**config.mk**
```make
export PLATFORM = sky130hd
export DESIGN_NAME = mcp3x08_spi_scan_flat
export DESIGN_NICKNAME = d
export VERILOG_FILES = /design/src/rtl/mcp3x08_spi_scan_if.sv /design/src/rtl/mcp3x08_spi_scan.sv /design/src/flat_wrapper.sv
export SDC_FILE = /design/constraint.sdc
export NUM_CORES = 1
export LEC_CHECK = 0
export CAP_MARGIN = 10
export CORE_MARGIN = 1
export CORE_UTILIZATION = 58
export DETAILED_ROUTE_END_ITERATION = 10
export PLACE_DENSITY = 0.81
export SLEW_MARGIN = 20
export SYNTH_ARGS = -nofsm -noshare
export SYNTH_HDL_FRONTEND = slang
export SYNTH_SLANG_ARGS = --single-unit
```
**constraint.sdc**
```tcl
create_clock -name clk -period 4.1 [get_ports clk]
set_input_delay 0.82 -clock clk [delete_from_list [all_inputs] [get_ports clk]]
set_output_delay 0.82 -clock clk [all_outputs]
set_load 0.02 [all_outputs]
```
**src/rtl/mcp3x08_spi_scan_if.sv**
```systemverilog
// Pin and request/result bundle between acquisition logic, this SPI master and the ADC.
// Pure wiring: no latency of its own.
// No backpressure: start is a pulse that is dropped while the block is busy.
interface mcp3x08_spi_scan_if #(
    parameter int RES_BITS = 10,
    parameter int NUM_CH   = 8
);
    logic                start;
    logic [2:0]          channel;
    logic                diff;
    logic                scan_en;
    logic [NUM_CH-1:0]   scan_mask;
    logic                MISO;
    logic                MOSI;
    logic                SCK;
    logic                CS;
    logic [RES_BITS-1:0] adc_data;
    logic [2:0]          adc_chan;
    logic                data_valid;
    logic                busy;

    // SPI master side (the converter controller)
    modport master (
        input  start, channel, diff, scan_en, scan_mask, MISO,
        output MOSI, SCK, CS, adc_data, adc_chan, data_valid, busy
    );

    // Requesting logic plus the ADC pins
    modport slave (
        output start, channel, diff, scan_en, scan_mask, MISO,
        input  MOSI, SCK, CS, adc_data, adc_chan, data_valid, busy
    );
endinterface

```
**src/rtl/mcp3x08_spi_scan.sv**
```systemverilog
// SPI master for MCP300x/MCP320x with single-shot and round-robin scan modes.
// Latency: data_valid at accept+1+CLK_DIV+2*CLK_DIV*(6+RES_BITS) cycles.
// Backpressure: none; start is ignored while busy or while scan_en is high.
module mcp3x08_spi_scan #(
    parameter int RES_BITS   = 10,
    parameter int NUM_CH     = 8,
    parameter int CLK_DIV    = 4,
    parameter int CS_HIGH_HP = 2
) (
    input  logic clk,
    input  logic rst_n,
    mcp3x08_spi_scan_if.master bus
);
    localparam int NBITS = 6 + RES_BITS;
    localparam int DW    = (CLK_DIV > 1) ? $clog2(CLK_DIV) : 1;
    localparam int HOLD  = CS_HIGH_HP * CLK_DIV;
    localparam int HW    = (HOLD > 1) ? $clog2(HOLD) : 1;
    localparam logic [2:0]    CH_MASK   = 3'(NUM_CH - 1);
    localparam logic [DW-1:0] DIV_LAST  = DW'(CLK_DIV - 1);
    localparam logic [HW-1:0] HOLD_LAST = HW'(HOLD - 1);
    localparam logic [4:0]    LAST_BIT  = 5'(NBITS);

    typedef enum logic [2:0] {
        S_IDLE, S_CS_SETUP, S_SEND_CMD, S_SAMPLE, S_READ, S_CS_HOLD
    } state_t;

    state_t              state, state_nxt;
    logic [DW-1:0]       div_cnt;
    logic [HW-1:0]       hold_cnt;
    logic                phase;      // 0: SCK low half, 1: SCK high half
    logic [4:0]          bit_cnt;    // current SCK period, 1-based
    logic [3:0]          cmd_sr;     // SGL, D2, D1, D0 still to be sent
    logic [RES_BITS-1:0] rx_sr;
    logic [2:0]          cur_chan;
    logic [2:0]          scan_ptr;
    logic                scan_en_d;
    logic                cs_q, sck_q, mosi_q, busy_q, dv_q;
    logic [RES_BITS-1:0] data_q;
    logic [2:0]          chan_q;

    logic       tick, in_frame, scan_rise, scan_hit;
    logic       accept_single, accept_scan, accept;
    logic       sck_rise, sck_fall, frame_end;
    logic [2:0] ptr_base, scan_ch, chan_sel, idx;
    logic [7:0] mask8;

    assign tick      = (div_cnt == DIV_LAST);
    assign in_frame  = (state == S_SEND_CMD) || (state == S_SAMPLE) || (state == S_READ);
    assign scan_rise = bus.scan_en & ~scan_en_d;
    // A fresh scan always restarts its search from channel 0
    assign ptr_base  = scan_rise ? 3'd0 : scan_ptr;
    // Unused upper mask bits read as zero for 4-channel parts
    assign mask8     = 8'(bus.scan_mask);

    // Round-robin search: lowest enabled channel at or above the pointer, wrapping
    always_comb begin
        scan_hit = 1'b0;
        scan_ch  = '0;
        idx      = '0;
        for (int i = 0; i < NUM_CH; i++) begin
            idx = (ptr_base + 3'(i)) & CH_MASK;
            if (!scan_hit && mask8[idx]) begin
                scan_hit = 1'b1;
                scan_ch  = idx;
            end
        end
    end

    assign accept_single = (state == S_IDLE) && bus.start && !bus.scan_en;
    assign accept_scan   = (state == S_IDLE) && bus.scan_en && scan_hit;
    assign accept        = accept_single || accept_scan;
    assign chan_sel      = accept_scan ? scan_ch : (bus.channel & CH_MASK);

    // State register
    always_ff @(posedge clk or negedge rst_n) begin
        if (!rst_n) state <= S_IDLE;
        else        state <= state_nxt;
    end

    // Next state and SCK edge / end-of-frame events
    always_comb begin
        state_nxt = state;
        sck_rise  = 1'b0;
        sck_fall  = 1'b0;
        frame_end = 1'b0;
        case (state)
            S_IDLE:     if (accept) state_nxt = S_CS_SETUP;
            S_CS_SETUP: if (tick) state_nxt = S_SEND_CMD;
            S_SEND_CMD, S_SAMPLE, S_READ: begin
                if (tick) begin
                    if (!phase) begin
                        sck_rise = 1'b1;
                    end else begin
                        sck_fall = 1'b1;
                        if (bit_cnt == LAST_BIT) begin
                            state_nxt = S_CS_HOLD;
                            frame_end = 1'b1;
                        end else if (bit_cnt == 5'd5) begin
                            state_nxt = S_SAMPLE;
                        end else if (bit_cnt == 5'd6) begin
                            state_nxt = S_READ;
                        end
                    end
                end
            end
            S_CS_HOLD:  if (hold_cnt == HOLD_LAST) state_nxt = S_IDLE;
            default:    state_nxt = S_IDLE;
        endcase
    end

    // Timers, shift registers, registered pin outputs and results
    always_ff @(posedge clk or negedge rst_n) begin
        if (!rst_n) begin
            div_cnt   <= '0;
            hold_cnt  <= '0;
            phase     <= 1'b0;
            bit_cnt   <= '0;
            cmd_sr    <= '0;
            rx_sr     <= '0;
            cur_chan  <= '0;
            scan_ptr  <= '0;
            scan_en_d <= 1'b0;
            cs_q      <= 1'b1;
            sck_q     <= 1'b0;
            mosi_q    <= 1'b0;
            busy_q    <= 1'b0;
            dv_q      <= 1'b0;
            data_q    <= '0;
            chan_q    <= '0;
        end else begin
            scan_en_d <= bus.scan_en;
            dv_q      <= frame_end;

            // Launch: CS low with the start bit already on MOSI
            if (accept) begin
                cs_q     <= 1'b0;
                mosi_q   <= 1'b1;
                busy_q   <= 1'b1;
                cur_chan <= chan_sel;
                cmd_sr   <= {~bus.diff, chan_sel};
            end

            if (accept_scan)    scan_ptr <= (chan_sel + 3'd1) & CH_MASK;
            else if (scan_rise) scan_ptr <= '0;

            if ((state == S_CS_SETUP) || in_frame) div_cnt <= tick ? '0 : div_cnt + 1'b1;
            else                                   div_cnt <= '0;

            if ((state == S_CS_SETUP) && tick) bit_cnt <= 5'd1;

            // Rising SCK: the ADC drives MISO on falling edges, so it is stable here
            if (sck_rise) begin
                sck_q <= 1'b1;
                phase <= 1'b1;
                if (state == S_READ) rx_sr <= {rx_sr[RES_BITS-2:0], bus.MISO};
            end

            // Falling SCK: advance to the next period and present its command bit
            if (sck_fall) begin
                sck_q   <= 1'b0;
                phase   <= 1'b0;
                bit_cnt <= bit_cnt + 5'd1;
                if (bit_cnt <= 5'd4) begin
                    mosi_q <= cmd_sr[3];
                    cmd_sr <= {cmd_sr[2:0], 1'b0};
                end else begin
                    mosi_q <= 1'b0;
                end
            end

            if (frame_end) begin
                cs_q   <= 1'b1;
                data_q <= rx_sr;
                chan_q <= cur_chan;
            end

            hold_cnt <= ((state == S_CS_HOLD) && (state_nxt == S_CS_HOLD)) ? hold_cnt + 1'b1 : '0;
            if ((state == S_CS_HOLD) && (state_nxt == S_IDLE)) busy_q <= 1'b0;
        end
    end

    assign bus.CS         = cs_q;
    assign bus.SCK        = sck_q;
    assign bus.MOSI       = mosi_q;
    assign bus.busy       = busy_q;
    assign bus.data_valid = dv_q;
    assign bus.adc_data   = data_q;
    assign bus.adc_chan   = chan_q;
endmodule

```
**src/flat_wrapper.sv**
```systemverilog
// flat-port wrapper written by rule: the top's interface ports become plain ports
module mcp3x08_spi_scan_flat 
#(
    parameter int RES_BITS   = 10,
    parameter int NUM_CH     = 8,
    parameter int CLK_DIV    = 4,
    parameter int CS_HIGH_HP = 2
)
  (clk, rst_n, bus_start, bus_channel, bus_diff, bus_scan_en, bus_scan_mask, bus_MISO, bus_MOSI, bus_SCK, bus_CS, bus_adc_data, bus_adc_chan, bus_data_valid, bus_busy);
  mcp3x08_spi_scan_if #(.RES_BITS(RES_BITS), .NUM_CH(NUM_CH)) bus_i ();
  input  logic clk;
  input  logic rst_n;
  input wire logic [$bits(bus_i.start)-1:0] bus_start;
  input wire logic [$bits(bus_i.channel)-1:0] bus_channel;
  input wire logic [$bits(bus_i.diff)-1:0] bus_diff;
  input wire logic [$bits(bus_i.scan_en)-1:0] bus_scan_en;
  input wire logic [$bits(bus_i.scan_mask)-1:0] bus_scan_mask;
  input wire logic [$bits(bus_i.MISO)-1:0] bus_MISO;
  output wire logic [$bits(bus_i.MOSI)-1:0] bus_MOSI;
  output wire logic [$bits(bus_i.SCK)-1:0] bus_SCK;
  output wire logic [$bits(bus_i.CS)-1:0] bus_CS;
  output wire logic [$bits(bus_i.adc_data)-1:0] bus_adc_data;
  output wire logic [$bits(bus_i.adc_chan)-1:0] bus_adc_chan;
  output wire logic [$bits(bus_i.data_valid)-1:0] bus_data_valid;
  output wire logic [$bits(bus_i.busy)-1:0] bus_busy;
  assign bus_i.start = bus_start;
  assign bus_i.channel = bus_channel;
  assign bus_i.diff = bus_diff;
  assign bus_i.scan_en = bus_scan_en;
  assign bus_i.scan_mask = bus_scan_mask;
  assign bus_i.MISO = bus_MISO;
  assign bus_MOSI = bus_i.MOSI;
  assign bus_SCK = bus_i.SCK;
  assign bus_CS = bus_i.CS;
  assign bus_adc_data = bus_i.adc_data;
  assign bus_adc_chan = bus_i.adc_chan;
  assign bus_data_valid = bus_i.data_valid;
  assign bus_busy = bus_i.busy;
  mcp3x08_spi_scan #(.RES_BITS(RES_BITS), .NUM_CH(NUM_CH), .CLK_DIV(CLK_DIV), .CS_HIGH_HP(CS_HIGH_HP)) u_core (.clk(clk), .rst_n(rst_n), .bus(bus_i));
endmodule
```
# ---- Word-level counts from Yosys, hierarchy flattened
# Index checks and enable logic that the tools add are counted.
dict set report totals {
  regBits 52
  out_inout_bits 18
  wordCells 155
}
dict set report classes {
  n_reduce_logical 35
  bitwise_logic 3
  n_eq_ne 11
  n_lt_le_gt_ge 9
  n_addsub 11
  mux 70
}
# op n
set ops {}
lappend ops {{$mux W3} 20}
lappend ops {{$mux W1} 34}
lappend ops {{$lt A3 B4 Y1 const B} 8}
lappend ops {{$bmux W1 S3} 8}
lappend ops {{$logic_and A1 B1 Y1} 14}
lappend ops {{$add A3 B3 Y3 const B} 4}
lappend ops {{$eq A3 B3 Y1 const B} 4}
lappend ops {{$mux W4} 3}
lappend ops {{$pmux W3 S4} 1}
lappend ops {{$eq A5 B3 Y1 const B} 2}
lappend ops {{$mux W5} 2}
lappend ops {{$reduce_bool A2 Y1} 5}
lappend ops {{$add A3 B1 Y3 const B} 3}
lappend ops {{$logic_not A1 Y1} 8}
lappend ops {{$add A3 B2 Y3 const B} 2}
lappend ops {{$eq A3 B2 Y1 const B} 2}
lappend ops {{$logic_not A3 Y1} 2}
lappend ops {{$add A5 B1 Y5 const B} 1}
lappend ops {{$eq A5 B5 Y1 const B} 1}
lappend ops {{$le A5 B3 Y1 const B} 1}
lappend ops {{$logic_or A1 B1 Y1} 4}
lappend ops {{$mux W2} 2}
lappend ops {{$eq A3 B1 Y1 const B} 1}
lappend ops {{$reduce_or A3 Y1} 1}
lappend ops {{other kinds (5)} 6}

# ---- Longest topological paths before layout
# Gate-level depths: netlist of the first run.
dict set report logic_depth {
  ltp_word 34
  ltp_mapped 16
  ltp_nobuf 14
}

# ---- Worst setup path after synthesis of the first run
# OpenSTA, ideal clock, no wires.
dict set report synth_path {
  path_kind {input port to flip-flop}
  from {in bus_scan_en}
  to {reg u_core.scan_ptr[2]}
  path_buffers 1
  setup_ns 0.120
  setup_slack_ns 0.029
  cell_stages 13
  arrival_time_ns 3.951
  t_required_ns 3.980
  path_cell_list {nand2b_1 > buf_4 > and2_1 > clkinv_1 > ha_1 > xor2_1 > mux2_2 > nand4bb_4 > o31ai_4 > o21ai_0 > ha_1 > or3_1 > a31o_2}
}
dict set report synth_via {
  elab_chain_len 30
  word_cells_on_any_way 60
  cone_classes {add/sub: 8; mux: 35; bitwise: 1; reduce/logical: 16}
}
# element line
set synth_rtl {}
lappend synth_rtl {{start, declared} flat_wrapper.sv:16} ;# input wire logic [$bits(bus_i.scan_en)-1:0] bus_scan_en;
lappend synth_rtl {{branches (longest 27 deep; another with $add A3 B1 Y3)} --}
lappend synth_rtl {{$mux W3 (*)} mcp3x08_spi_scan.sv:72} ;# assign chan_sel = accept_scan ? scan_ch : (bus.channel & CH_MASK);
lappend synth_rtl {{net u_core.chan_sel[0]} mcp3x08_spi_scan.sv:44} ;# logic [2:0] ptr_base, scan_ch, chan_sel, idx;
lappend synth_rtl {{$add A3 B1 Y3 (*)} mcp3x08_spi_scan.sv:143} ;# if (accept_scan) scan_ptr <= (chan_sel + 3'd1) & CH_MASK;
lappend synth_rtl {{$mux W3 (*)} mcp3x08_spi_scan.sv:143}
lappend synth_rtl {{end signal, assigned} mcp3x08_spi_scan.sv:143}
lappend synth_rtl {{end, declared} mcp3x08_spi_scan.sv:35} ;# logic [2:0] scan_ptr;
# Mark *: on every way through the listed nets, which the timed path passes. The select of a mux whose other input is x is not followed.
# A chain may end at the register's enable or synchronous reset.

# ---- Worst setup path after layout of the first run
# Ends and elaborated chain as after synthesis.

==> summary by stage, run 1 <==
Status
The run finished with clean final reports.

STA
The setup TNS after final layout is 0 ps. Setup slack on the critical path of the routed design comes to 289.8 ps. The transition time at the pin with the least slew margin is between 600 and 700 ps.

The highest clock frequency the design can meet is 262.5 MHz. The count of endpoints failing setup in the final report is 0. The count of endpoints failing hold in the final timing report is 0.

The total count of max-transition violations in the final report is 0. Setup repair after global routing left no endpoint under its margin. The tightest slew margin relative to the limit is 0.5863. The post-layout minimum cycle time is ~3800 ps. The setup clock skew after layout is 9.307 ps. In the finished design, the share of the clock period the worst path needs comes to 0.9293.

Job
Across the run, the number of max-cap violations was 0.

Global route
The global-route usage over all layers is 0.2931. The via count of the first global-routing pass came to 3110. Global routing finished with a remaining overflow of 0. The pin count of the biggest net entering global routing is 40.

The initial antenna violation count is 0. The first global-routing pass estimated 14790 microns of wire.

Clock tree
The CTS tree is done. The later pin in the worst-skew pair is clocked with a latency of 300 ps. In this run the number of H-tree levels came out at 2. Post-CTS repair changed the size of 0 cells.

The count of clock tree sinks is 52. The number of buffers added to fix hold violations after cts is 0. Counting along the longest clock path gives a buffer depth of 2. The CTS buffer count is 5. The post-CTS setup-driven buffer insertion count is 0. The clock transition at the registers of the reported paths is 90 ps. The cell at the root of the clock tree is clkbuf_8.

Synth
Of the total synthesized cell area, the portion taken by XOR and XNOR cells is 0.01445. The post-synthesis sequential area ratio is 0.3581. The cell area that synthesis handed to floorplanning was 3637 sq um. The net count of the mapped netlist is 425. The number of enable-type register cells in the synthesized netlist is 0. The adder and majority gate portion of the synthesized area is 0.03096. The post-synthesis share of cell area spent on and, or, nand and nor gates is 0.2250. Measured against the total synthesized area, the mux share comes to 0.1149. Each instance of the synthesized netlist takes up on average 9.116 sq um. The proportion of synthesized flip-flops having asynchronous set or reset is 1.000. The largest family of logic cells by synthesized area is simple AND/OR/NAND/NOR gates. The primary flip-flop cell chosen by synthesis mapping is dfrtp_1. After synthesis the netlist holds a flip-flop and latch count of 52. After technology mapping, the gate count stands at 399. The synthesized netlist contains 77 unique library cells. The synthesized-area fraction occupied by ao, oa, aoi and oai cells is 0.2050.

The Yosys step of the flow raised 0 warnings.

Critical path
The most frequent cell on the critical path is ha_1. The class of the most critical setup path is in2reg. In this run the worst path has a maximum fanout of 5. The kind of end point of the critical path is a flip-flop. STA classifies the critical path startpoint as an input pin. The critical path's largest stage delay is 440 ps. The worst setup path startpoint is bus_scan_en.

The startpoint identified for the worst register-to-register timing path is u_core.scan_ptr[0]$_DFF_PN0_. The largest individual stage delay along the critical path comes from the cell clkdlybuf4s50_1. Traced cell by cell, the critical path runs through clkdlybuf4s50_1 -> nand2b_1 -> and2_1 -> clkinv_1 -> ha_1 -> xor2_1 -> mux2_2 -> nand4bb_4 -> nor4_2 -> o31ai_1 -> ha_1 -> or3_1 -> a31o_2. For the worst setup path, the data arrival time is 4000 ps.

The required time at the worst-slack endpoint is 4290 ps.

Die
The die outline area is ~6600 sq um. The width of the chip is 81.19 microns. The effective utilization at floorplan is 0.6071. From bottom edge to top edge, the die measures ~81 microns. In this run the core area contains 28 standard-cell rows. The number of top-level pins is 35.

The floorplan step defined a core boundary enclosing 5991 sq um.

Pwr
The share of total power dissipated in the clock network is 0.134. The ratio of total power to cell area is 611.8 nW/um^2. The worst IR drop on VDD is 0.4167 mV.

The fraction of power consumed by combinational cells is 0.606. The total net switching power is approximately 1.1 mW. The internal portion of total power is 1.553 mW.

The share of total power dissipated in sequential elements is 0.260. In this run the static leakage power is about 2 nW. The switching share of power is 0.4181.

Placement
In this run the cell area measured after placement is 4245 sq um. The number of instances in the placed design is 527. The worst slack after detailed placement is -88.95 ps. At the end of routability-driven placement, the weighted congestion stood at roughly 1.0.

Detailed placement ended at an HPWL of about 7000 microns. The number of port buffers is 34.

Cells and area
The post-synthesis to final-layout area growth is 19.95%. At the end of the flow, the number of nets in the layout was between 400 and 500. Leaving out filler cells and counting taps, the final layout contains roughly 540.

The number of antenna diodes in the final layout is 0. The ratio of cells with drive above 1 in the final layout is 0.1957. With fillers left out, the area of the finished cells amounts to 4363 sq um.

Hold path
The path class of the tightest hold or removal check is in2async.

Detailed routing
The vias after detailed routing is 3376. Using the TritonRoute via totals, the vias-per-cell ratio works out to 6.310. In the routed design, unresolved DRC markers number 0. The initial detailed-routing violation count is 242. The first-pass iteration count of the detailed router is 5. Summed over all layers, the routed wires come to between 9000 and 10000 microns. The number of antenna-violating nets in the routed design is 0. The final routed wire length divided by cell count is approximately 17 microns.
[per-layer routing]
metal,track usage,routed length [microns]
met1,0.3779,3899
met2,0.4782,4415
met3,0.04719,515
met4,0.1393,271
met5,0,0
[synth_stat cells (5+ instances only)]
master	count	area, sq um
nand2_1	74	277.8
inv_1	13	48.80
nor2_1	21	78.83
o21ai_0	21	105.1
mux2i_1	8	80.08
a21oi_1	16	80.08
ha_1	9	112.6
o31ai_1	5	37.54
nand3_1	10	50.05
a21boi_0	5	37.54
dfrtp_1	51	1276
clkbuf_1	10	37.54
mux2_2	17	191.4
nor3b_1	5	37.54
mux4_2	5	112.6
nor3_1	6	30.03
and2_1	7	43.79
[sequential cells by signal, indices dropped and copies added (netlist names)]
| signal | flops |
|---|---|
| u_core.bus.adc_data | 10 |
| u_core.rx_sr | 10 |
| u_core.bit_cnt | 5 |
| u_core.cmd_sr | 4 |
| u_core.bus.adc_chan | 3 |
| u_core.cur_chan | 3 |
| u_core.hold_cnt | 3 |
| u_core.scan_ptr | 3 |
| u_core.state | 3 |
| u_core.div_cnt | 2 |
| u_core.bus.CS | 1 |
| u_core.bus.MOSI | 1 |
| u_core.bus.SCK | 1 |
| u_core.bus.busy | 1 |
| u_core.bus.data_valid | 1 |
| u_core.scan_en_d | 1 |
[kinds of logic after synthesis]
group,count (synthesis)
AOI/OAI and AO/OA,103
buffers and inverters,37
xor gates and xnor gates,6
adders and majority gates,9
and+or+nand+nor,160
muxes,32
DFF,52
[per-stage QoR]
stage	total power [mW]	hold WS, ps	util
final	2.669	385.0	0.7283
after global routing	2.843	397.9	0.7283
after floorplan	1.756	407.9	-
after CTS	2.638	394.7	0.7272
after detailed placement	2.281	428.6	0.7086
after global placement	2.247	423.6	0.7086
[cell usage in the layout (no fill, tap or decap), drive strengths merged, types with 5 or more instances in the layout]
cell type,Yosys,routed
a21boi,5,5
a21oi,17,17
and2,8,8
buf,12,42
clkbuf,10,6
clkdlybuf4s50,0,33
dfrtp,51,51
ha,9,9
inv,14,15
mux2,18,18
mux2i,9,9
mux4,5,5
nand2,74,74
nand3,10,10
nor2,22,22
nor2b,5,5
nor3,7,7
nor3b,5,5
o21ai,24,24
o31ai,6,6
[layout make-up]
class	instances	area [sq um]
multi-input cells	310	2153
fillers	452	1628
flip-flops and latches	52	1303
repair buffers	75	643.1
well taps	75	93.84
clock buffers	6	72.57
inverters	15	58.81
clock inverters	2	38.79
[power by group through the flow]
stage	Sequential (mW)	Combinational, mW	Clock, mW
after floorplan	0.653	1.10	0
after global placement	0.698	1.55	0
after detailed placement	0.701	1.58	0
after CTS	0.692	1.59	0.358
after global routing	0.708	1.75	0.383
final	0.695	1.62	0.357
[path summary, 6_finish.rpt]
| path | end | slack, ps | cells past startpoint |
|---|---|---|---|
| setup reg to reg | u_core.scan_ptr[2]$_DFF_PN0_ | 570 | 12 |
| setup / recovery | u_core.scan_ptr[2]$_DFF_PN0_ | 290 | 13 |
| hold / removal | u_core.hold_cnt[1]$_DFF_PN0_ | 390 | 1 |
| hold reg to reg | u_core.hold_cnt[0]$_DFF_PN0_ | 440 | 1 |
| max in group asynchronous | u_core.bus.CS$_DFFE_PN1P_ | 2930 | 2 |
| min in group clk | u_core.hold_cnt[0]$_DFF_PN0_ | 440 | 1 |
[critical path, delay by kind of cell]
kind	cells	cell delay (ps)
AOI/OAI and AO/OA	2	350
xor gates and xnor gates	1	230
adders and majority gates	2	430
buffers and inverters	2	530
muxes	1	390
and+or+nand+nor	5	1250
(Power assumes the default switching activity.)
==> run 2: changes to the inputs <==
--- a/config.mk
+++ b/config.mk
@@ -7,9 +7,9 @@
 export LEC_CHECK = 0
 export CAP_MARGIN = 10
 export CORE_MARGIN = 1
-export CORE_UTILIZATION = 58
+export CORE_UTILIZATION = 60
 export DETAILED_ROUTE_END_ITERATION = 10
-export PLACE_DENSITY = 0.81
+export PLACE_DENSITY = 0.83
 export SLEW_MARGIN = 20
 export SYNTH_ARGS = -nofsm -noshare
 export SYNTH_HDL_FRONTEND = slang
==> constraint.sdc (replaced) <==
create_clock -name clk -period 4.4 [get_ports clk]
set_input_delay 0.88 -clock clk [delete_from_list [all_inputs] [get_ports clk]]
set_output_delay 0.88 -clock clk [all_outputs]
set_load 0.02 [all_outputs]
==> run 2 against run 1 <==
Effect of this change:
- critical path depth did not move
- combinational power fell by 18%
- register-to-register slack improved by 160 ps
- utilization rose by 1.1 points
- clock-buffer cell count fell by 1
- die area fell by 3.2%
- flip-flop and latch count did not move
- highest routed layer unchanged
==> summary by stage, run 2 (same netlist as run 1, synthesis figures left out) <==
Critical path
Along the worst path, the maximum fanout reaches 7. The capture instance of the worst register-to-register path is u_core.scan_ptr[2]$_DFF_PN0_. The worst setup path startpoint is bus_scan_en. The required time at the worst-slack endpoint is 4610 ps. The launch instance of the worst register-to-register path is u_core.scan_ptr[0]$_DFF_PN0_. Counting cells, the worst reg-to-reg path comes to 12. The worst setup path is launched from an input pin. Setup slack on the worst reg-to-reg path comes out at 730 ps. The kind of end point of the critical path is a flip-flop. Walking the worst path, the cells encountered are clkdlybuf4s50_1 -> nor2b_4 -> nor2_8 -> inv_4 -> ha_1 -> xor2_1 -> mux2_2 -> nand4bb_4 -> nor4_1 -> o31ai_1 -> ha_1 -> or3_1 -> a31o_2.

The critical path data arrival time is 4200 ps. The slowest stage of the critical path is the clkdlybuf4s50_1 cell. The critical path is of the in2reg type. The most frequent cell on the critical path is ha_1.

In this design, the stage delay of the slowest critical-path cell is 510 ps.

Job
The number of maximum-capacitance constraint violations is 0.

Pwr
The analysis attributes to cell leakage a power of 1.893 nW. Of the total power, registers draw 0.290. The worst-case IR drop observed on VDD is 0.2816 mV. Of the total power, combinational logic draws 0.583. The switching share of power is 0.4401.

The total net switching power is about 1.0 mW. The ratio of total power to cell area is between 500 and 600 nW/um^2. The share of total power in the clock network is 0.127. The power consumption is 2.284 mW. The internal portion of total power is 1.279 mW.

Clock tree
For the worst-skew pair, the clock arrives at the later sink with an insertion delay of 310 ps. The post-CTS setup-driven buffer insertion count is 0. The count of H-tree levels built during CTS is 2.

The maximum root-to-sink buffer count is 2. In this run, CTS created clock tree buffers numbering 5. Gates resized during post-CTS repair numbered 0. After clock tree synthesis, the clock-pin slew on the worst setup and hold paths is ~110 ps. The clock net in this run drives a total of 52 sinks. The cell at the root of the clock tree is clkbuf_8. The number of hold buffers added after CTS was 0. TritonCTS built the clock tree.

STA
The total count of max-transition violations in the final report came to 0. The final worst-path cycle share is 0.9057. The setup TNS after final layout is 0 ps. Between clock sinks in the finished design, the worst skew comes to 10.99 ps. Setup repair after global routing left no endpoint under its margin. After layout, the minimum clock period comes to roughly 4000 ps. Static timing analysis puts the maximum clock frequency at around 250 MHz. Across all setup checks in the final design, the least slack found is between 400 and 500 ps. The tightest slew margin relative to the limit is 0.5712. Setup violations remaining at the end of the flow were counted as 0.

For the pin with the worst max-slew slack, the measured transition is between 600 and 700 ps. The count of endpoints failing hold in the final timing report is 0.

Global route
Global routing finished with a remaining overflow of 0. The wire length of the first global-routing pass is 15260 microns. In this run the most used layer during global routing was met2. The via count of the first global-routing pass is 3137.

Entering global routing, the biggest net connects 53 pins. The met3 usage in global routing is 0.05371. For met2 alone, demand over resource in global routing was 0.4897.

The initial antenna violation count is 0. The met1 routing resource usage after global routing is 0.4403. Across every metal layer, demand over resource in global routing totals 0.3137.

Placement
The number of instances in the placed design is around 500. OpenSTA, run right after detailed placement, puts the worst setup slack at 108.9 ps. The last weighted congestion value of the routability-driven placer is 1.024. Buffers placed on the I/O ports in this run total 34. Summed over all nets, the half-perimeter wirelength after detailed placement is 6862 microns.

Die
The initial utilization of the core area, before any placement, comes to 0.6409. The number of top-level pins is 35. In this run the core area contains 27 standard-cell rows. The core box area is roughly 5700 sq um.

In this run the horizontal extent of the chip is 79.86 microns. The die outline height is 79.86 microns. The floorplan step defined a die boundary enclosing 6378 sq um.

Status
The flow ran to the end, and the final reports show no timing, DRC or antenna violations.

Hold path
The beginning of the worst hold path is u_core.hold_cnt[0]$_DFF_PN0_. The capture endpoint of the worst hold path is u_core.hold_cnt[0]$_DFF_PN0_. In this run the worst hold path is classified as reg2reg. Along the worst hold path, the cell count comes to 1.

Cells and area
In the final layout, the share of cells above drive strength 1 is 0.1610. The area taken by multi-input logic gates is 2147 sq um. Excluding fillers, the count of instances in the completed layout stands at slightly above 500. In the final design database the tool counted 466 nets. The top cell types in the final layout, fill and taps aside, are nand2_1 (74), dfrtp_1 (51), clkdlybuf4s50_1 (33), buf_4 (22). The area occupied by registers is 1303 sq um.

The post-synthesis to final-layout area growth is 15.31%. 0 antenna diodes ended up in the layout. The number of fillers in the final layout is around 420. Leaving out fill and tap cells, the most frequent cell in the layout is nand2_1. At the end of the flow the core is filled with cells to 0.7390.

Detailed routing
The final routed wire length divided by cell count is 17.82 microns. The detailed router finished its first iteration with 240 violations. The via density per instance is ~6.3. The vias after detailed routing is 3253. Once detail routing completed, the nets flagged for antenna violations numbered 0. The first-pass iteration count of the detailed router is 4.

For this run, design rule violations remaining after detail routing come to 0. The total detailed-routing wirelength is 9143 microns.
run 2: changes by cell type in the layout (fill, tap and decap cells not counted):
cell	delta
nor4_2	-1
inv_8	+1
bufinv_16	-1
clkinvlp_4	+2
clkbuf_1	-1
inv_6	-1
buf_4	-19
nor4_1	+1
run 2: per-stage QoR:
stage                     hold slack [ps]  area [sq um]
after floorplan                     407.9          3637
after detailed placement            438.0          4099
after global placement              427.3          4099
after CTS                           452.6          4194
final                               451.0          4194
after global routing                471.8          4194
run 2: layout make-up:
type                            instances  share of cell area
Tap cell                               72             0.02148
Multi-Input combinational cell        310              0.5119
Sequential cell                        52              0.3106
Timing Repair Buffer                   56              0.1193
Inverter                               15             0.01402
Clock inverter                          3            0.006265
Clock buffer                            5             0.01641
run 2: power by group through the flow:
stage	Combinational, mW	Clock, mW	Sequential (mW)
2_1_floorplan	1.03	0	0.609
3_3_place_gp	1.30	0	0.665
3_5_place_dp	1.31	0	0.667
4_1_cts	1.31	0.295	0.657
5_1_grt	1.46	0.313	0.677
6_report	1.33	0.291	0.662
run 2: how the worst max path moves through the flow:
stage	slack, ps	depth (start not counted)	to
2_1_floorplan	270	13	u_core.scan_ptr[2]$_DFF_PN0_
4_1_cts	420	13	u_core.scan_ptr[2]$_DFF_PN0_
3_3_place_gp	210	13	u_core.scan_ptr[2]$_DFF_PN0_
6_report	410	13	u_core.scan_ptr[2]$_DFF_PN0_
3_5_place_dp	110	13	u_core.scan_ptr[2]$_DFF_PN0_
5_1_grt	210	13	u_core.scan_ptr[2]$_DFF_PN0_
run 2: routing by layer:
metal / up-vias / routed length (microns) / part of all wire
li1: 1545 / - / -
met2: 134 / 4186 / 0.46
met4: 0 / 123 / 0.013
met5: - / 0 / 0
met3: 15 / 582 / 0.064
met1: 1559 / 4251 / 0.46
run 2: worst max-delay path: cells and delay by family:
kind            cells  cell delay (ps)
mux                 1              400
fa+ha+maj           2              350
compound gates      2              360
simple gates        5             1410
buf+inv             2              570
xor+xnor            1              210
